## src/rtl/if_fetch_pkg.sv

```systemverilog
// ---------------------------------------------------------------------------
// if_fetch_pkg
//   Shared constants and types for the IF stage (if_fetch_unit and its
//   fetch queue).
//   - NOP_INSTR  : instruction word presented when IF2ID holds no instruction
//   - PC_STEP    : sequential fetch increment
//   - fq_entry_t : one fetch-queue slot {pc, instr, filled}
//   - word_align : clears the two low address bits
// ---------------------------------------------------------------------------
package if_fetch_pkg;

  localparam logic [31:0] NOP_INSTR = 32'h0000_0013;
  localparam logic [31:0] PC_STEP   = 32'd4;

  typedef struct packed {
    logic [31:0] pc;
    logic [31:0] instr;
    logic        filled;
  } fq_entry_t;

  function automatic logic [31:0] word_align(input logic [31:0] addr);
    return {addr[31:2], 2'b00};
  endfunction

endpackage

```

## src/rtl/if_fetch_queue.sv

```systemverilog
// ---------------------------------------------------------------------------
// if_fetch_queue
//   Circular queue of outstanding fetches. A slot is allocated when a request
//   is accepted, filled (in order) when its response returns, and popped into
//   IF2ID. Flush empties the queue in one cycle.
//   Ports:
//     clk, rst_n        clock, async active-low reset
//     flush_i           drop every entry (redirect)
//     alloc_i/_pc_i     allocate a slot for a newly accepted request
//     fill_i/_instr_i   fill the oldest unfilled slot
//     pop_i             consume the head (only taken when head_vld_o)
//     head_vld_o        head is filled, or is being filled this cycle
//     head_pc_o/_instr_o head contents (instr bypassed from fill_instr_i)
//     entries_o         allocated slots
//     unfilled_o        allocated slots still waiting for their response
// ---------------------------------------------------------------------------
module if_fetch_queue
  import if_fetch_pkg::*;
#(
  parameter int DEPTH = 4,
  parameter int CW    = $clog2(DEPTH) + 1
) (
  input  logic          clk,
  input  logic          rst_n,
  input  logic          flush_i,
  input  logic          alloc_i,
  input  logic [31:0]   alloc_pc_i,
  input  logic          fill_i,
  input  logic [31:0]   fill_instr_i,
  input  logic          pop_i,
  output logic          head_vld_o,
  output logic [31:0]   head_pc_o,
  output logic [31:0]   head_instr_o,
  output logic [CW-1:0] entries_o,
  output logic [CW-1:0] unfilled_o
);

  localparam int            AW   = $clog2(DEPTH);
  localparam logic [CW-1:0] FULL = CW'(DEPTH);

  // Pointers carry one wrap bit so full and empty are distinguishable.
  logic [CW-1:0] head_q, fill_q, tail_q;
  logic [CW-1:0] head_d, fill_d, tail_d;
  fq_entry_t     ent_q [DEPTH];

  logic [AW-1:0] head_idx, fill_idx, tail_idx;
  logic          head_filled, bypass;
  logic          alloc_ok, fill_ok, pop_ok;

  assign head_idx   = head_q[AW-1:0];
  assign fill_idx   = fill_q[AW-1:0];
  assign tail_idx   = tail_q[AW-1:0];

  assign entries_o  = tail_q - head_q;
  assign unfilled_o = tail_q - fill_q;

  assign alloc_ok   = alloc_i && (entries_o != FULL);
  assign fill_ok    = fill_i && (unfilled_o != '0);

  // A response filling the head slot is forwarded in the same cycle, so a
  // response arriving in cycle T can reach IF2ID at T+1.
  assign head_filled  = (entries_o != '0) && ent_q[head_idx].filled;
  assign bypass       = fill_ok && (fill_q == head_q);
  assign head_vld_o   = head_filled || bypass;
  assign head_pc_o    = ent_q[head_idx].pc;
  assign head_instr_o = head_filled ? ent_q[head_idx].instr : fill_instr_i;

  assign pop_ok = pop_i && head_vld_o;

  always_comb begin
    head_d = head_q;
    fill_d = fill_q;
    tail_d = tail_q;
    if (flush_i) begin
      head_d = '0;
      fill_d = '0;
      tail_d = '0;
    end else begin
      if (alloc_ok) tail_d = tail_q + CW'(1);
      if (fill_ok)  fill_d = fill_q + CW'(1);
      if (pop_ok)   head_d = head_q + CW'(1);
    end
  end

  always_ff @(posedge clk or negedge rst_n) begin
    if (!rst_n) begin
      head_q <= '0;
      fill_q <= '0;
      tail_q <= '0;
      for (int i = 0; i < DEPTH; i++) begin
        ent_q[i] <= '{pc: 32'h0, instr: NOP_INSTR, filled: 1'b0};
      end
    end else begin
      head_q <= head_d;
      fill_q <= fill_d;
      tail_q <= tail_d;
      if (!flush_i) begin
        // Alloc and fill never target the same slot: that would need
        // unfilled == 0, which disables the fill.
        if (alloc_ok) begin
          ent_q[tail_idx] <= '{pc: alloc_pc_i, instr: NOP_INSTR, filled: 1'b0};
        end
        if (fill_ok) begin
          ent_q[fill_idx].instr  <= fill_instr_i;
          ent_q[fill_idx].filled <= 1'b1;
        end
      end
    end
  end

endmodule

```

## src/rtl/if_fetch_unit.sv

```systemverilog
// ---------------------------------------------------------------------------
// if_fetch_unit
//   IF stage. Owns the fetch PC, issues in-order word fetches to instruction
//   memory, queues the responses and presents {pc, instr} to IF2ID.
//   A redirect flushes the queue; responses to requests still in flight at
//   that point are counted in drop_cnt and discarded when they return.
//   Optional build macro IF_MISALIGN_CHK_EN adds IF_misalign: a redirect to a
//   non word-aligned target sets it and stops fetching until the next
//   redirect. Without the macro the target's low two bits are ignored.
//   Ports:
//     clk, rst_n                        clock, async active-low reset
//     hold_IF                           stall IF2ID (issue/fill continue)
//     CTRL_IF_jmp_vld/CTRL_IF_jmp_addr  redirect request and target
//     imem_req_vld/_rdy/_addr           request channel; transfer on vld&&rdy.
//                                       vld is withdrawn in a redirect cycle
//                                       even without a transfer.
//     imem_rsp_vld/_data                in-order responses, no backpressure
//     IF_ID_vld/_pc/_instr              IF2ID register (instr=NOP when !vld)
//     IF_misalign                       (IF_MISALIGN_CHK_EN only)
// ---------------------------------------------------------------------------
module if_fetch_unit
  import if_fetch_pkg::*;
#(
  parameter logic [31:0] RESET_PC    = 32'h0000_0000,
  parameter int          QUEUE_DEPTH = 4
) (
  input  logic        clk,
  input  logic        rst_n,
  input  logic        hold_IF,
  input  logic        CTRL_IF_jmp_vld,
  input  logic [31:0] CTRL_IF_jmp_addr,
  output logic        imem_req_vld,
  input  logic        imem_req_rdy,
  output logic [31:0] imem_req_addr,
  input  logic        imem_rsp_vld,
  input  logic [31:0] imem_rsp_data,
`ifdef IF_MISALIGN_CHK_EN
  output logic        IF_misalign,
`endif
  output logic        IF_ID_vld,
  output logic [31:0] IF_ID_pc,
  output logic [31:0] IF_ID_instr
);

  localparam int CW = $clog2(QUEUE_DEPTH) + 1;

  logic [31:0]   fetch_pc_q, fetch_pc_d;
  logic [CW-1:0] drop_cnt_q, drop_cnt_d;
  logic          if_vld_q, if_vld_d;
  logic [31:0]   if_pc_q, if_pc_d;
  logic [31:0]   if_instr_q, if_instr_d;

  logic          redirect, fetch_blocked, req_hs, rsp_fill, if_update, pop;
  logic [CW-1:0] entries, unfilled;
  logic [CW:0]   occupancy;
  logic          head_vld;
  logic [31:0]   head_pc, head_instr;

  assign redirect = CTRL_IF_jmp_vld;

`ifdef IF_MISALIGN_CHK_EN
  logic misalign_q;
  always_ff @(posedge clk or negedge rst_n) begin
    if (!rst_n)        misalign_q <= 1'b0;
    else if (redirect) misalign_q <= (CTRL_IF_jmp_addr[1:0] != 2'b00);
  end
  assign fetch_blocked = misalign_q;
  assign IF_misalign   = misalign_q;
`else
  assign fetch_blocked = 1'b0;
`endif

  // Every request in flight is either a queue entry or a pending drop, so
  // capping their sum also caps the memory's outstanding requests.
  assign occupancy = {1'b0, entries} + {1'b0, drop_cnt_q};

  // rst_n gating keeps the request deasserted while reset is held.
  assign imem_req_vld  = rst_n && !redirect && !fetch_blocked &&
                         (occupancy < (CW+1)'(QUEUE_DEPTH));
  assign imem_req_addr = fetch_pc_q;
  assign req_hs        = imem_req_vld && imem_req_rdy;

  // Responses belong to live entries only once every stale one has drained;
  // one arriving in a redirect cycle belongs to a flushed entry.
  assign rsp_fill  = imem_rsp_vld && (drop_cnt_q == '0) && !redirect;
  assign if_update = !hold_IF && !redirect;
  assign pop       = if_update && head_vld;

  if_fetch_queue #(
    .DEPTH (QUEUE_DEPTH),
    .CW    (CW)
  ) u_queue (
    .clk          (clk),
    .rst_n        (rst_n),
    .flush_i      (redirect),
    .alloc_i      (req_hs),
    .alloc_pc_i   (fetch_pc_q),
    .fill_i       (rsp_fill),
    .fill_instr_i (imem_rsp_data),
    .pop_i        (pop),
    .head_vld_o   (head_vld),
    .head_pc_o    (head_pc),
    .head_instr_o (head_instr),
    .entries_o    (entries),
    .unfilled_o   (unfilled)
  );

  always_comb begin
    fetch_pc_d = fetch_pc_q;
    if (redirect)    fetch_pc_d = word_align(CTRL_IF_jmp_addr);
    else if (req_hs) fetch_pc_d = fetch_pc_q + PC_STEP;  // wraps to 0
  end

  always_comb begin
    drop_cnt_d = drop_cnt_q;
    if (redirect) begin
      // Unfilled entries become stale; a response in this very cycle is
      // already one of them (or a stale one) and is consumed now.
      drop_cnt_d = drop_cnt_q + unfilled - {{(CW-1){1'b0}}, imem_rsp_vld};
    end else if (imem_rsp_vld && (drop_cnt_q != '0)) begin
      drop_cnt_d = drop_cnt_q - CW'(1);
    end
  end

  always_comb begin
    if_vld_d   = if_vld_q;
    if_pc_d    = if_pc_q;
    if_instr_d = if_instr_q;
    if (redirect) begin
      if_vld_d   = 1'b0;
      if_instr_d = NOP_INSTR;
    end else if (if_update) begin
      if (head_vld) begin
        if_vld_d   = 1'b1;
        if_pc_d    = head_pc;
        if_instr_d = head_instr;
      end else begin
        if_vld_d   = 1'b0;
        if_instr_d = NOP_INSTR;
      end
    end
  end

  always_ff @(posedge clk or negedge rst_n) begin
    if (!rst_n) begin
      fetch_pc_q <= RESET_PC;
      drop_cnt_q <= '0;
      if_vld_q   <= 1'b0;
      if_pc_q    <= 32'h0;
      if_instr_q <= NOP_INSTR;
    end else begin
      fetch_pc_q <= fetch_pc_d;
      drop_cnt_q <= drop_cnt_d;
      if_vld_q   <= if_vld_d;
      if_pc_q    <= if_pc_d;
      if_instr_q <= if_instr_d;
    end
  end

  assign IF_ID_vld   = if_vld_q;
  assign IF_ID_pc    = if_pc_q;
  assign IF_ID_instr = if_instr_q;

endmodule

```

## config.mk

```make
export PLATFORM = sky130hd
export DESIGN_NAME = if_fetch_unit
export DESIGN_NICKNAME = d
export VERILOG_FILES = /design/src/rtl/if_fetch_pkg.sv /design/src/rtl/if_fetch_queue.sv /design/src/rtl/if_fetch_unit.sv
export SDC_FILE = /design/constraint.sdc
export NUM_CORES = 1
export LEC_CHECK = 0
export BUFFER_PORTS_ARGS = -buffer_cell sky130_fd_sc_hd__buf_2
export CORE_MARGIN = 5
export CORE_UTILIZATION = 54
export CTS_CLUSTER_DIAMETER = 50
export CTS_CLUSTER_SIZE = 28
export DETAILED_ROUTE_END_ITERATION = 7
export PLACE_DENSITY = 0.75
export SLEW_MARGIN = 20
export SYNTH_ARGS = -nofsm -noshare
export SYNTH_HDL_FRONTEND = slang
export SYNTH_SLANG_ARGS = --single-unit
export TNS_END_PERCENT = 1
```

## constraint.sdc

```tcl
create_clock -name clk -period 4.4 [get_ports clk]
set_clock_uncertainty 0.1 [all_clocks]
set_input_delay 0.88 -clock clk [delete_from_list [all_inputs] [get_ports clk]]
set_output_delay 0.88 -clock clk [all_outputs]
set_load 0.01 [all_outputs]
```

==> results of run 1 <==
area by class of cell:
class,instances,area [µm²],share of cell area [%]
Sequential cell,357,8960,47.3
Clock inverter,23,290,1.53
Tap cell,396,495,2.61
Inverter,17,63.8,0.337
Antenna cell,5,12.5,0.0660
Multi-Input combinational cell,1076,7080,37.3
Timing Repair Buffer,198,1120,5.90
Clock buffer,39,943,4.98
layer usage:
layer	global-route usage [%]	up-vias
met5	0	-
met4	8.49	2
met3	5.24	80
met2	42.4	527
met1	34.5	6282
li1	-	5610
cells in the final DEF, fill, tap and decap left out, types with 6 or more instances in the layout:
cell type and n:
sky130_fd_sc_hd__a21oi_1 9, sky130_fd_sc_hd__a22o_1 29, sky130_fd_sc_hd__and2_1 7, sky130_fd_sc_hd__and3_1 9
sky130_fd_sc_hd__buf_2 160, sky130_fd_sc_hd__buf_4 35, sky130_fd_sc_hd__clkbuf_16 37, sky130_fd_sc_hd__clkinv_4 6
sky130_fd_sc_hd__dfrtp_1 340, sky130_fd_sc_hd__dfstp_2 15, sky130_fd_sc_hd__ha_1 19, sky130_fd_sc_hd__inv_1 17
sky130_fd_sc_hd__mux2_2 32, sky130_fd_sc_hd__mux2_4 27, sky130_fd_sc_hd__mux2i_1 31, sky130_fd_sc_hd__mux4_2 63
sky130_fd_sc_hd__nand2_1 532, sky130_fd_sc_hd__nand3_1 100, sky130_fd_sc_hd__nand4_1 10, sky130_fd_sc_hd__nor2_1 28
sky130_fd_sc_hd__o211ai_1 7, sky130_fd_sc_hd__o21ai_0 77, sky130_fd_sc_hd__o22a_1 6, sky130_fd_sc_hd__xnor2_1 10
sequential cells by signal, indices dropped and copies added (netlist names):
register	count
u_queue.ent_q	252
u_queue.head_q	3
imem_req_addr	30
drop_cnt_q	3
IF_ID_pc	30
u_queue.tail_q	3
u_queue.fill_q	3
IF_ID_instr	32
IF_ID_vld	1
critical path, delay by kind of cell (launching register included):
family	cells	cell delay, ps
xor+xnor	1	250
fa+ha+maj	3	840
flops	1	410
simple gates	2	730
buf+inv	3	370
path summary, 6_finish.rpt:
check	to	slack, ps	depth (start not counted)
max	imem_req_vld	320	9
min	u_queue.ent_q[9]	70	1
max reg2reg	imem_req_addr[30]	440	12
min reg2reg	IF_ID_instr[19]	370	2
max in group asynchronous	IF_ID_pc[4]	2230	3
min in group clk	IF_ID_instr[19]	370	2
power by group:
| group | total [W] | switching [W] | internal, W |
|---|---|---|---|
| clock | 0.00320 | 0.00137 | 0.00183 |
| combinational | 0.00152 | 0.000768 | 0.000754 |
| sequential | 0.00415 | 0.000353 | 0.00379 |
| total | 0.00887 | 0.00249 | 0.00638 |
through the flow:
stage               area, µm²  power (W)
detailed placement      17700    0.00571
CTS                     18900    0.00893
global route            19000    0.00931
finish                  19000    0.00887
global placement        17700    0.00564
floorplan               16600    0.00515
logic make-up after synthesis:
logic type | Yosys count | synth area share (%)
DFF | 357 | 54.1
xor gates and xnor gates | 17 | 1.07
AOI/OAI and AO/OA | 159 | 6.39
and+or+nand+nor | 721 | 18.1
adders and majority gates | 22 | 1.80
buffers and inverters | 137 | 3.44
other | 1 | 0.0227
muxes | 153 | 15.1
==> impl_metrics.xml, run 1 <==
<?xml version="1.0" encoding="UTF-8"?>
<metrics>
  <group name="clock_tree">
    <metric name="level_count_of_the_clock_h_tree" unit="">2</metric>
    <metric name="cts-resized-gates" unit="">0</metric>
    <metric name="hold_buffers" unit="">0</metric>
    <metric name="cts_buffers" unit="">35</metric>
    <metric name="clk_pin_slew" unit="ps">70</metric>
    <metric name="clock_latency" unit="ps">520</metric>
    <metric name="post_cts_buffers" unit="">0</metric>
    <metric name="cts-root-to-sink-buffers" unit="">3</metric>
    <metric name="cts_root_buffer" unit="">sky130_fd_sc_hd__clkbuf_16</metric>
    <metric name="cts_tree" unit="">done</metric>
    <metric name="clock-sinks" unit="">357</metric>
  </group>
  <group name="global_routing">
    <metric name="globalRouteOverflowTotal" unit="">0</metric>
    <metric name="number_of_global_route_vias_before_repair" unit="">12900</metric>
    <metric name="grt_pass1_wl" unit="mm">70.2</metric>
    <metric name="grt_start_max_net_pins" unit="">156</metric>
    <metric name="antenna_found_initial" unit="">4</metric>
    <metric name="grt_use_total" unit="%">25.7</metric>
  </group>
  <group name="run_status">
    <metric name="outcome" unit="">complete, no violations</metric>
  </group>
  <group name="synthesis">
    <metric name="synthTopCellsByArea" unit="">sky130_fd_sc_hd__dfrtp_1 (52%), sky130_fd_sc_hd__nand2_1 (12%), sky130_fd_sc_hd__mux4_2 (8.6%)</metric>
    <metric name="netlist_top_cells_count" unit="">sky130_fd_sc_hd__nand2_1 (532), sky130_fd_sc_hd__dfrtp_1 (342), sky130_fd_sc_hd__nand3_1 (104), sky130_fd_sc_hd__clkbuf_1 (89), sky130_fd_sc_hd__o21ai_0 (77)</metric>
    <metric name="synth.ff_latch_count" unit="">357</metric>
    <metric name="average_cell_area_after_synthesis" unit="µm²">10.6</metric>
    <metric name="async_reset_ff_share" unit="%">100</metric>
    <metric name="synth.yosys.warnings" unit="">0</metric>
    <metric name="yosysTopAreaCellShare" unit="%">51.7</metric>
    <metric name="synth_cells" unit="">1567</metric>
    <metric name="synth_seq_area_share" unit="%">54.1</metric>
    <metric name="library_cell_with_the_largest_summed_area_after_synthesis" unit="">sky130_fd_sc_hd__dfrtp_1</metric>
    <metric name="synth_edf_count" unit="">0</metric>
    <metric name="postSynth.topFlopCell" unit="">sky130_fd_sc_hd__dfrtp_1</metric>
    <metric name="post-synth-top-count-cell" unit="">sky130_fd_sc_hd__nand2_1</metric>
    <metric name="synth_cell_types" unit="">56</metric>
    <metric name="syn_area" unit="µm²">16600</metric>
  </group>
  <group name="routing">
    <metric name="drt_wl_total" unit="mm">43.6</metric>
    <metric name="first_drt_pass_iteration_count" unit="">5</metric>
    <metric name="remaining_drc_errors" unit="">0</metric>
    <metric name="detail_route_met3_wl" unit="mm">3.39</metric>
    <metric name="highest_metal_used" unit="">met5</metric>
    <metric name="wire_per_inst" unit="µm">20.6</metric>
    <metric name="drt_iter0_markers" unit="">852</metric>
    <metric name="dr_wl_met2" unit="mm">21.4</metric>
    <metric name="detail_route.wirelength.met1" unit="mm">17.7</metric>
    <metric name="viasPerCell" unit="">5.92</metric>
    <metric name="via_count" unit="">12500</metric>
    <metric name="ant_nets" unit="">0</metric>
  </group>
  <group name="timing">
    <metric name="drv_slew" unit="">0</metric>
    <metric name="final_setup_violating_endpoints" unit="">0</metric>
    <metric name="worst_hold_slack" unit="ps">68.1</metric>
    <metric name="tightestPinTransition" unit="ps">915</metric>
    <metric name="rsz0062_at_grt" unit="">no</metric>
    <metric name="final.period_utilization" unit="%">92.8</metric>
    <metric name="setup_slack" unit="ps">316</metric>
    <metric name="clock.fmax" unit="GHz">0.245</metric>
    <metric name="totalNegativeSetupSlack" unit="ps">0</metric>
    <metric name="final-hold-violation-count" unit="">0</metric>
    <metric name="max-slew-margin-rel" unit="%">38.8</metric>
    <metric name="timing.final.crit_period" unit="ps">4080</metric>
  </group>
  <group name="critical_path">
    <metric name="cp_slowest_cell" unit="">sky130_fd_sc_hd__nor4b_1</metric>
    <metric name="crit_path_start" unit="">u_queue.tail_q[0]</metric>
    <metric name="critPathRequiredTime" unit="ps">3420</metric>
    <metric name="r2r_start" unit="">u_queue.tail_q[0]</metric>
    <metric name="setup.worst_path.end_class" unit="">primary output</metric>
    <metric name="path_cells" unit="">inv_1 &gt; ha_1 &gt; inv_1 &gt; fa_1 &gt; xnor3_1 &gt; ha_1 &gt; nor4b_1 &gt; and3_1 &gt; buf_2</metric>
    <metric name="path_max_fanout" unit="">5</metric>
    <metric name="largest_stage_delay_on_the_critical_path" unit="ps">450</metric>
    <metric name="critical_path_arrival" unit="ps">3100</metric>
    <metric name="cp-start-kind" unit="">flop</metric>
    <metric name="critPathKind" unit="">flop to primary output</metric>
  </group>
  <group name="layout">
    <metric name="nNetsFinal" unit="">1777</metric>
    <metric name="fin_util" unit="%">62.3</metric>
    <metric name="filler_cell_count" unit="">2378</metric>
    <metric name="drive_above_1_share" unit="%">23.9</metric>
    <metric name="final_cell_count_no_fill" unit="">2111</metric>
    <metric name="flow.area_growth_from_synthesis" unit="%">14.5</metric>
  </group>
  <group name="power_and_ir_drop">
    <metric name="p_per_area" unit="nW/µm²">468</metric>
    <metric name="power.static_leakage" unit="nW">9.56</metric>
    <metric name="power.ir.vdd_worst" unit="mV">0.365</metric>
  </group>
  <group name="die">
    <metric name="initial_utilization" unit="%">54.4</metric>
    <metric name="design.portCount" unit="">168</metric>
    <metric name="die_width" unit="µm">185</metric>
    <metric name="coreArea" unit="µm²">30400</metric>
    <metric name="die-height" unit="µm">185</metric>
    <metric name="die-area" unit="µm²">34300</metric>
    <metric name="floorplan.rows" unit="">64</metric>
  </group>
  <group name="place">
    <metric name="place.port_buffers" unit="">161</metric>
    <metric name="dpl.hpwl" unit="mm">26.0</metric>
    <metric name="placedCellCount" unit="">2044</metric>
    <metric name="gpl.final_weighted_congestion" unit="">0.813</metric>
    <metric name="pre_cts_ws" unit="ps">477</metric>
  </group>
  <group name="worst_hold_path">
    <metric name="worst_hold_path_type" unit="">input port to async pin</metric>
  </group>
  <group name="flow_run">
    <metric name="max_cap_viol_count" unit="">0</metric>
  </group>
</metrics>
No activity file was read; power rests on OpenSTA's default activity.
==> run 2: changes to the inputs <==
--- a/config.mk
+++ b/config.mk
@@ -5,13 +5,12 @@
 export SDC_FILE = /design/constraint.sdc
 export NUM_CORES = 1
 export LEC_CHECK = 0
-export BUFFER_PORTS_ARGS = -buffer_cell sky130_fd_sc_hd__buf_2
-export CORE_MARGIN = 5
-export CORE_UTILIZATION = 54
+export BUFFER_PORTS_ARGS = -buffer_cell sky130_fd_sc_hd__buf_4
+export CORE_UTILIZATION = 40
 export CTS_CLUSTER_DIAMETER = 50
 export CTS_CLUSTER_SIZE = 28
 export DETAILED_ROUTE_END_ITERATION = 7
-export PLACE_DENSITY = 0.75
+export PLACE_DENSITY = 0.58
 export SLEW_MARGIN = 20
 export SYNTH_ARGS = -nofsm -noshare
 export SYNTH_HDL_FRONTEND = slang
==> impl_metrics.xml, run 2 (synthesis results as in run 1) <==
<?xml version="1.0" encoding="UTF-8"?>
<metrics>
  <group name="critical_path">
    <metric name="setup.worst_path.end_class" unit="">primary output</metric>
    <metric name="timing.critical_path.max_delay_family" unit="">adder cells</metric>
    <metric name="path_cells" unit="">inv_1 &gt; ha_1 &gt; inv_1 &gt; fa_1 &gt; xnor3_1 &gt; ha_1 &gt; nor4b_2 &gt; and3_1 &gt; buf_4</metric>
    <metric name="critical_path_arrival" unit="ps">3090</metric>
    <metric name="cp-start-kind" unit="">flop</metric>
    <metric name="largest_stage_delay_on_the_critical_path" unit="ps">420</metric>
    <metric name="path_max_fanout" unit="">5</metric>
    <metric name="critPathRequiredTime" unit="ps">3420</metric>
    <metric name="worst_path_buf_inv" unit="">3</metric>
    <metric name="critPathKind" unit="">flop to primary output</metric>
    <metric name="cp_slowest_cell" unit="">sky130_fd_sc_hd__dfrtp_1</metric>
  </group>
  <group name="clock_tree">
    <metric name="cts_buffers" unit="">40</metric>
    <metric name="cts-root-to-sink-buffers" unit="">3</metric>
    <metric name="clock-sinks" unit="">357</metric>
    <metric name="cts_root_buffer" unit="">sky130_fd_sc_hd__clkbuf_16</metric>
    <metric name="level_count_of_the_clock_h_tree" unit="">2</metric>
    <metric name="cts_tree" unit="">done</metric>
    <metric name="clock_latency" unit="ps">570</metric>
    <metric name="clk_pin_slew" unit="ps">60</metric>
  </group>
  <group name="die">
    <metric name="die-height" unit="µm">205</metric>
    <metric name="coreArea" unit="µm²">40800</metric>
    <metric name="initial_utilization" unit="%">40.5</metric>
    <metric name="design.portCount" unit="">168</metric>
    <metric name="floorplan.rows" unit="">74</metric>
    <metric name="die-area" unit="µm²">42200</metric>
    <metric name="die_width" unit="µm">205</metric>
  </group>
  <group name="power_and_ir_drop">
    <metric name="power.static_leakage" unit="nW">9.72</metric>
    <metric name="p_per_area" unit="nW/µm²">469</metric>
    <metric name="power.ir.vdd_worst" unit="mV">0.216</metric>
    <metric name="overall_power_of_the_completed_layout" unit="W">0.00925</metric>
  </group>
  <group name="layout">
    <metric name="largest_reg_flops" unit="">252</metric>
    <metric name="fin_util" unit="%">48.3</metric>
    <metric name="largest_register" unit="">u_queue.ent_q</metric>
    <metric name="drive_above_1_share" unit="%">24.3</metric>
    <metric name="insertedDiodeCount" unit="">0</metric>
    <metric name="final_cell_count_no_fill" unit="">2250</metric>
    <metric name="flow.area_growth_from_synthesis" unit="%">19.0</metric>
    <metric name="layout_commonest_cell" unit="">sky130_fd_sc_hd__nand2_1</metric>
    <metric name="layout_common_cells" unit="">sky130_fd_sc_hd__nand2_1 (532), sky130_fd_sc_hd__dfrtp_1 (340), sky130_fd_sc_hd__buf_4 (192)</metric>
    <metric name="finalInstanceArea" unit="µm²">19700</metric>
    <metric name="nNetsFinal" unit="">1782</metric>
  </group>
  <group name="timing">
    <metric name="drv_slew" unit="">0</metric>
    <metric name="rsz0062_at_grt" unit="">no</metric>
    <metric name="clock.fmax" unit="GHz">0.246</metric>
    <metric name="final-hold-violation-count" unit="">0</metric>
    <metric name="tightestPinTransition" unit="ps">1010</metric>
    <metric name="totalNegativeSetupSlack" unit="ps">0</metric>
    <metric name="final_setup_violating_endpoints" unit="">0</metric>
    <metric name="timing.final.crit_period" unit="ps">4070</metric>
    <metric name="final.period_utilization" unit="%">92.5</metric>
    <metric name="max-slew-margin-rel" unit="%">32.1</metric>
  </group>
  <group name="routing">
    <metric name="drt_wl_total" unit="mm">45.5</metric>
    <metric name="viasPerCell" unit="">5.45</metric>
    <metric name="drt_iter0_markers" unit="">945</metric>
    <metric name="remaining_drc_errors" unit="">0</metric>
    <metric name="ant_nets" unit="">0</metric>
    <metric name="first_drt_pass_iteration_count" unit="">5</metric>
    <metric name="via_count" unit="">12300</metric>
    <metric name="wire_per_inst" unit="µm">20.2</metric>
  </group>
  <group name="global_routing">
    <metric name="antenna_found_initial" unit="">0</metric>
    <metric name="grt_start_max_net_pins" unit="">139</metric>
    <metric name="grt_use_total" unit="%">22.2</metric>
    <metric name="globalRouteOverflowTotal" unit="">0</metric>
    <metric name="grt_pass1_wl" unit="mm">72.0</metric>
    <metric name="number_of_global_route_vias_before_repair" unit="">12400</metric>
  </group>
  <group name="place">
    <metric name="placedCellCount" unit="">2178</metric>
    <metric name="detailed_place.area" unit="µm²">18300</metric>
    <metric name="place.port_buffers" unit="">161</metric>
    <metric name="dpl.hpwl" unit="mm">26.5</metric>
    <metric name="gpl.final_weighted_congestion" unit="">0.797</metric>
  </group>
  <group name="run_status">
    <metric name="outcome" unit="">complete, no violations</metric>
  </group>
  <group name="worst_hold_path">
    <metric name="worst_hold_path_type" unit="">flop to flop</metric>
  </group>
  <group name="flow_run">
    <metric name="max_cap_viol_count" unit="">0</metric>
  </group>
</metrics>
run 2: repair_timing:
action | 4_1_cts | 5_1_grt
hold buffers | 1 | 0
gates resized for setup | 0 | 1
endpoints found under the setup margin | 0 | 1
hold endpoints to repair | 4 | 0
buffers inserted | 0 | 0
run 2: cell type report:
class                   count  area (µm²)
fillers                  3693       21100
inverters                  17        63.8
multi-input cells        1076        7080
clock inverters            25         315
repair buffers            198        1550
clock buffers              45        1070
well taps                 532         666
flip-flops and latches    357        8960
run 2: worst paths after layout:
path,to,startpoint,slack (ps),cells past startpoint
max in group asynchronous,u_queue.ent_q[0],rst_n,1760,4
min in group asynchronous,IF_ID_instr[8],rst_n,620,2
worst max-delay path,imem_req_vld,u_queue.tail_q[0],330,9
worst max register to register,imem_req_addr[30],u_queue.tail_q[0],480,12
worst min register to register,u_queue.ent_q[105],u_queue.ent_q[105],370,2
worst min-delay path,u_queue.ent_q[105],u_queue.ent_q[105],370,2
run 2: routing by layer:
| layer | vias to the layer above | GRT usage [%] | share of wire [%] |
|---|---|---|---|
| met2 | 383 | 35.8 | 47 |
| met3 | 54 | 4.09 | 6.1 |
| li1 | 5615 | - | - |
| met5 | - | 0 | 0 |
| met4 | 0 | 5.95 | 1.6 |
| met1 | 6212 | 30.7 | 45 |
run 2: report_power, final:
group | switching [W] | internal [W]
Sequential | 0.000363 | 0.00379
Combinational | 0.000757 | 0.000836
Clock | 0.00154 | 0.00195
run 2: through the flow:
| step | worst slack, ps | hold WS (ps) |
|---|---|---|
| 2_1_floorplan | 92.5 | 340 |
| 3_5_place_dp | 401 | 359 |
| 5_1_grt | 145 | 394 |
| 6_report | 329 | 370 |
| 4_1_cts | 157 | 375 |
| 3_3_place_gp | 516 | 353 |
run 2: worst register-to-register path, delay by kind of cell, from the launching register on:
family / cells / cell delay, ps
compound gates: 2 / 530
buf+inv: 3 / 540
fa+ha+maj: 3 / 810
flops: 1 / 420
xor+xnor: 1 / 320
simple gates: 3 / 1090
==> run 3: changes to the inputs <==
--- a/config.mk
+++ b/config.mk
@@ -7,6 +7,7 @@
 export LEC_CHECK = 0
 export BUFFER_PORTS_ARGS = -buffer_cell sky130_fd_sc_hd__buf_4
 export CORE_UTILIZATION = 40
+export CTS_BUF_LIST = sky130_fd_sc_hd__clkbuf_8
 export CTS_CLUSTER_DIAMETER = 50
 export CTS_CLUSTER_SIZE = 28
 export DETAILED_ROUTE_END_ITERATION = 7
==> impl_metrics.xml, run 3 (synthesis results as in run 1) <==
<?xml version="1.0" encoding="UTF-8"?>
<metrics>
  <group name="critical_path">
    <metric name="cp_slowest_cell" unit="">sky130_fd_sc_hd__dfrtp_1</metric>
    <metric name="setup.worst_path.end_class" unit="">primary output</metric>
    <metric name="path_max_fanout" unit="">5</metric>
    <metric name="critical_path_arrival" unit="ps">3130</metric>
    <metric name="critPathKind" unit="">flop to primary output</metric>
    <metric name="path_cells" unit="">inv_1 &gt; ha_1 &gt; inv_1 &gt; fa_1 &gt; xnor3_1 &gt; ha_1 &gt; nor4b_2 &gt; and3_1 &gt; buf_4</metric>
    <metric name="critPathRequiredTime" unit="ps">3420</metric>
    <metric name="r2r_cells" unit="">12</metric>
    <metric name="largest_stage_delay_on_the_critical_path" unit="ps">420</metric>
    <metric name="cp-start-kind" unit="">flop</metric>
  </group>
  <group name="global_routing">
    <metric name="number_of_global_route_vias_before_repair" unit="">12300</metric>
    <metric name="grt_use_total" unit="%">22.0</metric>
    <metric name="globalRouteOverflowTotal" unit="">0</metric>
    <metric name="antenna_found_initial" unit="">0</metric>
    <metric name="grt_start_max_net_pins" unit="">139</metric>
    <metric name="grt_pass1_wl" unit="mm">71.5</metric>
  </group>
  <group name="power_and_ir_drop">
    <metric name="power.static_leakage" unit="nW">9.51</metric>
    <metric name="p_per_area" unit="nW/µm²">432</metric>
    <metric name="clkPwrFrac" unit="%">30.9</metric>
    <metric name="internal_power" unit="W">0.00577</metric>
    <metric name="power.ir.vdd_worst" unit="mV">0.205</metric>
    <metric name="combPwrFrac" unit="%">19.2</metric>
    <metric name="power.net_switching" unit="W">0.00255</metric>
    <metric name="sw_frac_of_total" unit="%">30.6</metric>
    <metric name="pwr-share-seq" unit="%">49.9</metric>
  </group>
  <group name="clock_tree">
    <metric name="clk_pin_slew" unit="ps">90</metric>
    <metric name="cts_root_buffer" unit="">sky130_fd_sc_hd__clkbuf_8</metric>
    <metric name="clock_latency" unit="ps">620</metric>
    <metric name="cts_buffers" unit="">40</metric>
    <metric name="cts_tree" unit="">done</metric>
    <metric name="level_count_of_the_clock_h_tree" unit="">2</metric>
    <metric name="clock-sinks" unit="">357</metric>
    <metric name="post_cts_buffers" unit="">0</metric>
    <metric name="cts-root-to-sink-buffers" unit="">3</metric>
  </group>
  <group name="die">
    <metric name="coreArea" unit="µm²">40800</metric>
    <metric name="die_width" unit="µm">205</metric>
    <metric name="floorplan.rows" unit="">74</metric>
    <metric name="die-area" unit="µm²">42200</metric>
    <metric name="die-height" unit="µm">205</metric>
    <metric name="initial_utilization" unit="%">40.5</metric>
    <metric name="design.portCount" unit="">168</metric>
  </group>
  <group name="layout">
    <metric name="layout_commonest_cell" unit="">sky130_fd_sc_hd__nand2_1</metric>
    <metric name="multi_input_comb_area" unit="µm²">7080</metric>
    <metric name="final_cell_count_no_fill" unit="">2250</metric>
    <metric name="fin_util" unit="%">47.1</metric>
    <metric name="layout_common_cells" unit="">sky130_fd_sc_hd__nand2_1 (532), sky130_fd_sc_hd__dfrtp_1 (340), sky130_fd_sc_hd__buf_4 (192)</metric>
    <metric name="filler_cell_count" unit="">3751</metric>
    <metric name="drive_above_1_share" unit="%">24.3</metric>
    <metric name="largest_register" unit="">u_queue.ent_q</metric>
    <metric name="finalInstanceArea" unit="µm²">19200</metric>
    <metric name="nNetsFinal" unit="">1782</metric>
    <metric name="largest_reg_flops" unit="">252</metric>
    <metric name="seqCellArea" unit="µm²">8960</metric>
    <metric name="flow.area_growth_from_synthesis" unit="%">16.2</metric>
    <metric name="insertedDiodeCount" unit="">0</metric>
  </group>
  <group name="worst_hold_path">
    <metric name="min_delay_path_depth" unit="">3</metric>
    <metric name="worst_hold_path_type" unit="">input port to flop</metric>
  </group>
  <group name="timing">
    <metric name="setup_slack" unit="ps">290</metric>
    <metric name="max-slew-margin-rel" unit="%">32.1</metric>
    <metric name="drv_slew" unit="">0</metric>
    <metric name="final.period_utilization" unit="%">93.4</metric>
    <metric name="final-hold-violation-count" unit="">0</metric>
    <metric name="tightestPinTransition" unit="ps">1010</metric>
    <metric name="totalNegativeSetupSlack" unit="ps">0</metric>
    <metric name="final_setup_violating_endpoints" unit="">0</metric>
    <metric name="rsz0062_at_grt" unit="">no</metric>
    <metric name="clock.fmax" unit="GHz">0.243</metric>
    <metric name="timing.final.crit_period" unit="ps">4110</metric>
  </group>
  <group name="place">
    <metric name="placedCellCount" unit="">2178</metric>
    <metric name="gpl.final_weighted_congestion" unit="">0.797</metric>
    <metric name="dpl.hpwl" unit="mm">26.5</metric>
    <metric name="place.port_buffers" unit="">161</metric>
    <metric name="detailed_place.area" unit="µm²">18300</metric>
    <metric name="pre_cts_ws" unit="ps">401</metric>
  </group>
  <group name="routing">
    <metric name="drt_iter0_markers" unit="">1043</metric>
    <metric name="via_count" unit="">12300</metric>
    <metric name="ant_nets" unit="">0</metric>
    <metric name="viasPerCell" unit="">5.44</metric>
    <metric name="wire_per_inst" unit="µm">20.1</metric>
    <metric name="first_drt_pass_iteration_count" unit="">7</metric>
    <metric name="remaining_drc_errors" unit="">0</metric>
    <metric name="drt_wl_total" unit="mm">45.2</metric>
  </group>
  <group name="run_status">
    <metric name="outcome" unit="">complete, no violations</metric>
  </group>
  <group name="flow_run">
    <metric name="max_cap_viol_count" unit="">0</metric>
  </group>
</metrics>
==> run 3: changes by cell type in the layout (fill, tap and decap cells not counted) <==
cell and delta:
sky130_fd_sc_hd__clkbuf_1 -1, sky130_fd_sc_hd__inv_1 +1, sky130_fd_sc_hd__clkbuf_16 -41, sky130_fd_sc_hd__clkbuf_8 +41
==> run 3: power groups by stage <==
stage | Clock (W) | Sequential [W] | Combinational (W)
after floorplan | 0 | 0.00412 | 0.00103
final | 0.00257 | 0.00415 | 0.00159
after CTS | 0.00265 | 0.00415 | 0.00161
after detailed placement | 0 | 0.00421 | 0.00161
after global placement | 0 | 0.00419 | 0.00157
after global routing | 0.00276 | 0.00422 | 0.00179
==> run 3: final cells by class <==
| cell class | count | share of cell area [%] |
|---|---|---|
| sequential | 357 | 46.6 |
| clock buffer | 44 | 3.15 |
| timing repair buffer | 198 | 8.03 |
| tap | 532 | 3.46 |
| inverter | 17 | 0.332 |
| clock inverter | 26 | 1.66 |
| multi-input combinational | 1076 | 36.8 |
==> run 3: routing by layer <==
metal | vias up | part of all wire, % | GRT usage [%] | wire [µm]
li1 | 5604 | - | - | -
met1 | 6218 | 46 | 30.7 | 20800
met2 | 366 | 47 | 35.3 | 21100
met3 | 63 | 5.8 | 4.05 | 2610
met4 | 0 | 1.7 | 5.85 | 772
met5 | - | 0 | 0 | 0
==> run 3: stage by stage <==
stage                     total power, W  hold slack, ps
after floorplan                  0.00515             340
after detailed placement         0.00582             359
final                            0.00831             359
after global routing             0.00877             330
after global placement           0.00576             353
after CTS                        0.00841             311
==> run 3: timing repair <==
item | in CTS | in global routing
gates resized for setup | 0 | 1
endpoints found under the hold margin | 4 | 0
hold buffers | 1 | 0
endpoints found under the setup margin | 0 | 1
==> run 3: final timing paths <==
kind | start | slack [ps] | to
max | u_queue.tail_q[0] | 290 | imem_req_vld
min reg2reg | u_queue.ent_q[130] | 380 | u_queue.ent_q[130]
min | CTRL_IF_jmp_addr[17] | 360 | imem_req_addr[17]
max reg2reg | u_queue.tail_q[0] | 500 | imem_req_addr[30]
max in group asynchronous | rst_n | 1790 | u_queue.ent_q[42]
min in group asynchronous | rst_n | 560 | IF_ID_instr[7]
==> run 3: critical path, delay by kind of cell, from the launching register on <==
family,cells,cell delay [ps]
simple gates,2,630
flops,1,420
fa+ha+maj,3,810
xor+xnor,1,320
buf+inv,3,340
